--- src/rtl/shift_add_mult.sv ---
// shift_add_mult: self-sequenced unsigned W x W -> 2W shift-add multiplier.
// One combined add-and-shift per clock, W iterations per product, start/done
// handshake. The (2W+1)-bit accumulator keeps the carry of each partial add.
module shift_add_mult #(
    parameter int W = 4
) (
    input  logic           Clk,
    input  logic           Rst,
    input  logic           Start,
    input  logic [W-1:0]   Multiplicando,
    input  logic [W-1:0]   Multiplicador,
    output logic           Busy,
    output logic           Done,
    output logic [2*W-1:0] Produto
);

    // Iteration counter only needs to reach W-1 without wrapping.
    localparam int CNT_W = (W > 2) ? $clog2(W) : 1;
    localparam logic [CNT_W-1:0] LAST_ITER = CNT_W'(W - 1);

    typedef enum logic [1:0] {
        IDLE = 2'd0,
        RUN  = 2'd1,
        DONE = 2'd2
    } state_t;

    state_t           state_q, state_d;
    logic [2*W:0]     acc_q, acc_d;
    logic [W-1:0]     mcand_q, mcand_d;
    logic [CNT_W-1:0] count_q, count_d;
    logic [2*W-1:0]   prod_q, prod_d;
    logic             busy_q, busy_d;
    logic             done_q, done_d;
    logic [2*W:0]     acc_step;

    // One multiplier iteration: conditionally add the multiplicand into the
    // upper half (carry kept in the W+1-bit sum), then shift right by one.
    function automatic logic [2*W:0] add_shift(input logic [2*W:0] acc,
                                               input logic [W-1:0] mcand);
        logic [W:0] sum;
        sum = acc[2*W:W] + (acc[0] ? {1'b0, mcand} : {(W+1){1'b0}});
        return {1'b0, sum, acc[W-1:1]};
    endfunction

    // Next-state and datapath update for the IDLE -> RUN -> DONE sequence.
    always_comb begin
        state_d  = state_q;
        acc_d    = acc_q;
        mcand_d  = mcand_q;
        count_d  = count_q;
        prod_d   = prod_q;
        acc_step = add_shift(acc_q, mcand_q);

        unique case (state_q)
            IDLE: begin
                if (Start) begin
                    mcand_d = Multiplicando;
                    acc_d   = {{(W+1){1'b0}}, Multiplicador};
                    count_d = '0;
                    state_d = RUN;
                end
            end
            RUN: begin
                acc_d   = acc_step;
                count_d = count_q + CNT_W'(1);
                if (count_q == LAST_ITER) begin
                    state_d = DONE;
                    prod_d  = acc_step[2*W-1:0];
                end
            end
            DONE: begin
                state_d = IDLE;
            end
            default: begin
                state_d = IDLE;
            end
        endcase

        // Status flags are registered copies of the upcoming state.
        busy_d = (state_d != IDLE);
        done_d = (state_d == DONE);
    end

    // State, datapath and output registers; reset aborts any operation.
    always_ff @(posedge Clk) begin
        if (Rst) begin
            state_q <= IDLE;
            acc_q   <= '0;
            mcand_q <= '0;
            count_q <= '0;
            prod_q  <= '0;
            busy_q  <= 1'b0;
            done_q  <= 1'b0;
        end else begin
            state_q <= state_d;
            acc_q   <= acc_d;
            mcand_q <= mcand_d;
            count_q <= count_d;
            prod_q  <= prod_d;
            busy_q  <= busy_d;
            done_q  <= done_d;
        end
    end

    assign Busy    = busy_q;
    assign Done    = done_q;
    assign Produto = prod_q;

endmodule

--- config.mk ---
export PLATFORM = sky130hd
export DESIGN_NAME = shift_add_mult
export DESIGN_NICKNAME = d
export VERILOG_FILES = /design/src/rtl/shift_add_mult.sv
export SDC_FILE = /design/constraint.sdc
export NUM_CORES = 1
export LEC_CHECK = 0
export ABC_AREA = 1
export CORE_MARGIN = 10
export CORE_UTILIZATION = 53
export DETAILED_ROUTE_END_ITERATION = 12
export PLACE_DENSITY = 0.81
export SYNTH_ARGS = -nofsm -noshare
export SYNTH_HDL_FRONTEND = slang
export SYNTH_SLANG_ARGS = --single-unit
--- constraint.sdc ---
create_clock -name Clk -period 2.1 [get_ports Clk]
set_input_delay 0.315 -clock Clk [delete_from_list [all_inputs] [get_ports Clk]]
set_output_delay 0.315 -clock Clk [all_outputs]
set_load 0.05 [all_outputs]
==> results of run 1 <==
per-layer routing:
metal,part of all wire [%],vias to the layer above,track usage [%]
met5,0,-,0
met4,2.4,0,7.49
met3,6.9,7,4.41
met2,49,25,20.9
met1,41,442,14.1
li1,-,499,-
power groups by stage:
stage	Clock, uW	Combinational (uW)	Sequential, uW
floorplan	0	46.3	537
global placement	0	87.2	532
detailed placement	0	90.9	532
CTS	253	91.5	522
global route	270	102	525
finish	248	91.7	522
per-stage QoR:
step	instances	hold slack, ns	setup WS (ns)
6_report	193	0.477	0.297
5_1_grt	193	0.500	0.250
4_1_cts	193	0.477	0.276
3_5_place_dp	189	0.458	0.574
3_3_place_gp	189	0.440	0.612
2_1_floorplan	143	0.384	0.654
state kept, by name (all words and copies together) (netlist names):
name	count
acc_q	8
Produto	8
state_q	2
mcand_q	4
count_q	2
Busy	1
Done	1
cells in the final DEF (no fill, tap or decap), types with 2 or more instances in the layout:
| cell type | n |
|---|---|
| a21oi_1 | 14 |
| buf_4 | 2 |
| clkbuf_4 | 3 |
| clkdlybuf4s50_1 | 20 |
| dfxtp_1 | 26 |
| ha_1 | 5 |
| inv_1 | 13 |
| inv_2 | 2 |
| nand2_1 | 30 |
| nand2_2 | 4 |
| nand3_1 | 5 |
| nor2_1 | 21 |
| nor2_2 | 2 |
| o21ai_0 | 9 |
logic make-up (layout without fill, tap and decap cells):
family / Yosys count / count (layout) / share of synthesized area (%)
AOI/OAI and AO/OA: 28 / 28 / 13.9
and+or+nand+nor: 63 / 63 / 23.5
buffers and inverters: 19 / 42 / 7.45
adders and majority gates: 6 / 6 / 7.45
xor gates and xnor gates: 1 / 1 / 0.790
DFF: 26 / 26 / 47.0
how the worst max path moves through the flow:
| stage | from | endpoint | cells past startpoint |
|---|---|---|---|
| after floorplan | acc_q[0] | acc_q[7] | 8 |
| after global placement | Start | mcand_q[0] | 6 |
| after detailed placement | acc_q[0] | Produto[7] | 8 |
| after CTS | Produto[0] | Produto[0] | 1 |
| after global routing | Produto[2] | Produto[2] | 1 |
| final | Produto[0] | Produto[0] | 1 |
area by class of cell:
| cell class | instances | area, um2 | area share [%] |
|---|---|---|---|
| Inverter | 16 | 62.6 | 4.55 |
| Tap cell | 27 | 33.8 | 2.46 |
| Multi-Input combinational cell | 98 | 505 | 36.8 |
| Sequential cell | 26 | 520 | 37.9 |
| Clock buffer | 4 | 36.3 | 2.64 |
| Timing Repair Buffer | 22 | 215 | 15.7 |
==> impl_results.md, run 1 <==
* Status: finished clean
* Cell variety after synth at 23
* Final Hold Vio Count at 0
* Number of synthesized flops with an enable pin at 0
* Final nets at 184
* TNS Setup at 0 ns
* Vias in the first global route at 970
* Setup Viol. Count Final at 0
* Wire length per cell at 13.1 um
* GPL Wtd Cong at 0.913
* Yosys top cell by area: dfxtp_1
* Antenna diodes at 0
* Worst-skew pair later-pin latency at 0.32 ns
* Total track usage at 12.8%
* Synth Register Bits at 26
* End of the worst hold path: count_q[0]
* Slew @ Worst Pin at 0.506 ns
* FF-to-FF End: acc_q[5]
* Post-DP Area at 1340 um2
* Detailed-router iteration count before antenna repair at 4
* Pwr Density at 627 nW/um2
* Crit-path cells: clkdlybuf4s50_1
* Setup CP Type: reg2out
* Synth cell count leaders: nand2_1, dfxtp_1, nor2_1, a21oi_1, inv_1
* Die height at 65.7 um
* Final core occ at 69.3%
* Reg power frac at 60.6%
* Synth area leaders: dfxtp_1, nand2_1, nor2_1
* Synthesis-to-finish area growth at 23.9%
* DRT iter0 DRCs at 26
* Max-slew violation count at 0
* Fillers at 174
* Inserted Clock Buffers at 3
* Worst VDD drop at 0.404 mV
* Yosys Warn Count at 0
* Sequential share of the synthesized area at 47.0%
* Initial Util at 55.9%
* Crit path max-delay family: buffers and inverters
* Yosys top cell area share at 47.0%
* Part of the power in combinational logic at 10.6%
* Startpoint Class: flop
* Hold_buf cts at 0
* Async set-reset flop share out of synthesis at 0%
* First-pass GRT wire length at 4390 um
* Initial antenna violation count at 0
* Root buffer cell: clkbuf_4
* Setup slack, reg-to-reg at 0.52 ns
* Crit-path max FO at 2
* Syn Inst Count at 143
* Hold Path Class: reg2reg
* Total power at 862 uW
* Post-route DRC at 0
* Sw Pwr at 206 uW
* Via Count at 973
* Final wirelength at 2540 um
* Static leakage at 0.000622 uW
* Setup crit end kind: output port
* TritonCTS Sinks at 26
* Syn avg cell area at 7.75 um2
* Hpwl dp at 1900 um
* Fmax at 555 MHz
* Core ar. at 1980 um2
* Port Buf Inserts at 20
* Max Cap Viol at 0
* Critical Path AT at 1.49 ns
* DRT antenna net count at 0
* Layout cells sized above 1 at 9.64%
* Max incr delay on CP at 0.81 ns
* Post-CTS Setup Inserts at 0
* Sw Share at 23.9%
* Clock Path Buffers at 2
* Cell internal pwr at 656 uW
* H-tree levels at 1
* Crit path buf inv count at 1
* Hold wc startpoint: count_q[0]
* Max-slew headroom at the worst pin at 66.1%
* Worst Hold Path Cells at 1
* Largest net degree at the start of global routing at 15
* Post-Synthesis Cell Area at 1110 um2
* Die area at 4320 um2
* Setup Skew at 0.00181 ns
* RSZ-0062 raised after global routing: false
* Die X at 65.7 um
* Via density at 5.04
* Most frequent cell after synthesis: nand2_1
* Fin crit share at 85.9%
* CTS tree: done
* Post-CTS sizing at 0
* CTS clk-pin slew, worst paths at 0.13 ns
* Fin crit period at 1.80 ns
* CP Data Required Time at 1.78 ns
* Cell depth of the worst flop-to-flop path at 7
* Reg2reg start: acc_q[0]
* Clock power frac at 28.8%
* Overflow after GRT at 0
* Design area at 1370 um2
* Top FF cell, synth: dfxtp_1
* IO Pins at 21
* Row count at 16
* Cell at the slowest stage of the critical path: clkdlybuf4s50_1
* Syn Nets at 160
Note: power is estimated with default switching activity, not from simulation.
==> inputs of run 2 (changes only) <==
--- a/config.mk
+++ b/config.mk
@@ -8,6 +8,7 @@
 export ABC_AREA = 1
 export CORE_MARGIN = 10
 export CORE_UTILIZATION = 53
+export CTS_CLUSTER_DIAMETER = 60
 export DETAILED_ROUTE_END_ITERATION = 12
 export PLACE_DENSITY = 0.81
 export SYNTH_ARGS = -nofsm -noshare
==> results of run 2 <==
Same layout as run 1: the final DEF is identical, and so are final timing and power.
==> inputs of run 3 (changes only) <==
--- a/config.mk
+++ b/config.mk
@@ -10,6 +10,7 @@
 export CORE_UTILIZATION = 53
 export CTS_CLUSTER_DIAMETER = 60
 export DETAILED_ROUTE_END_ITERATION = 12
+export GPL_ROUTABILITY_DRIVEN = 0
 export PLACE_DENSITY = 0.81
 export SYNTH_ARGS = -nofsm -noshare
 export SYNTH_HDL_FRONTEND = slang
==> results of run 3 <==
Same layout as run 1: the final DEF is identical, and so are final timing and power.
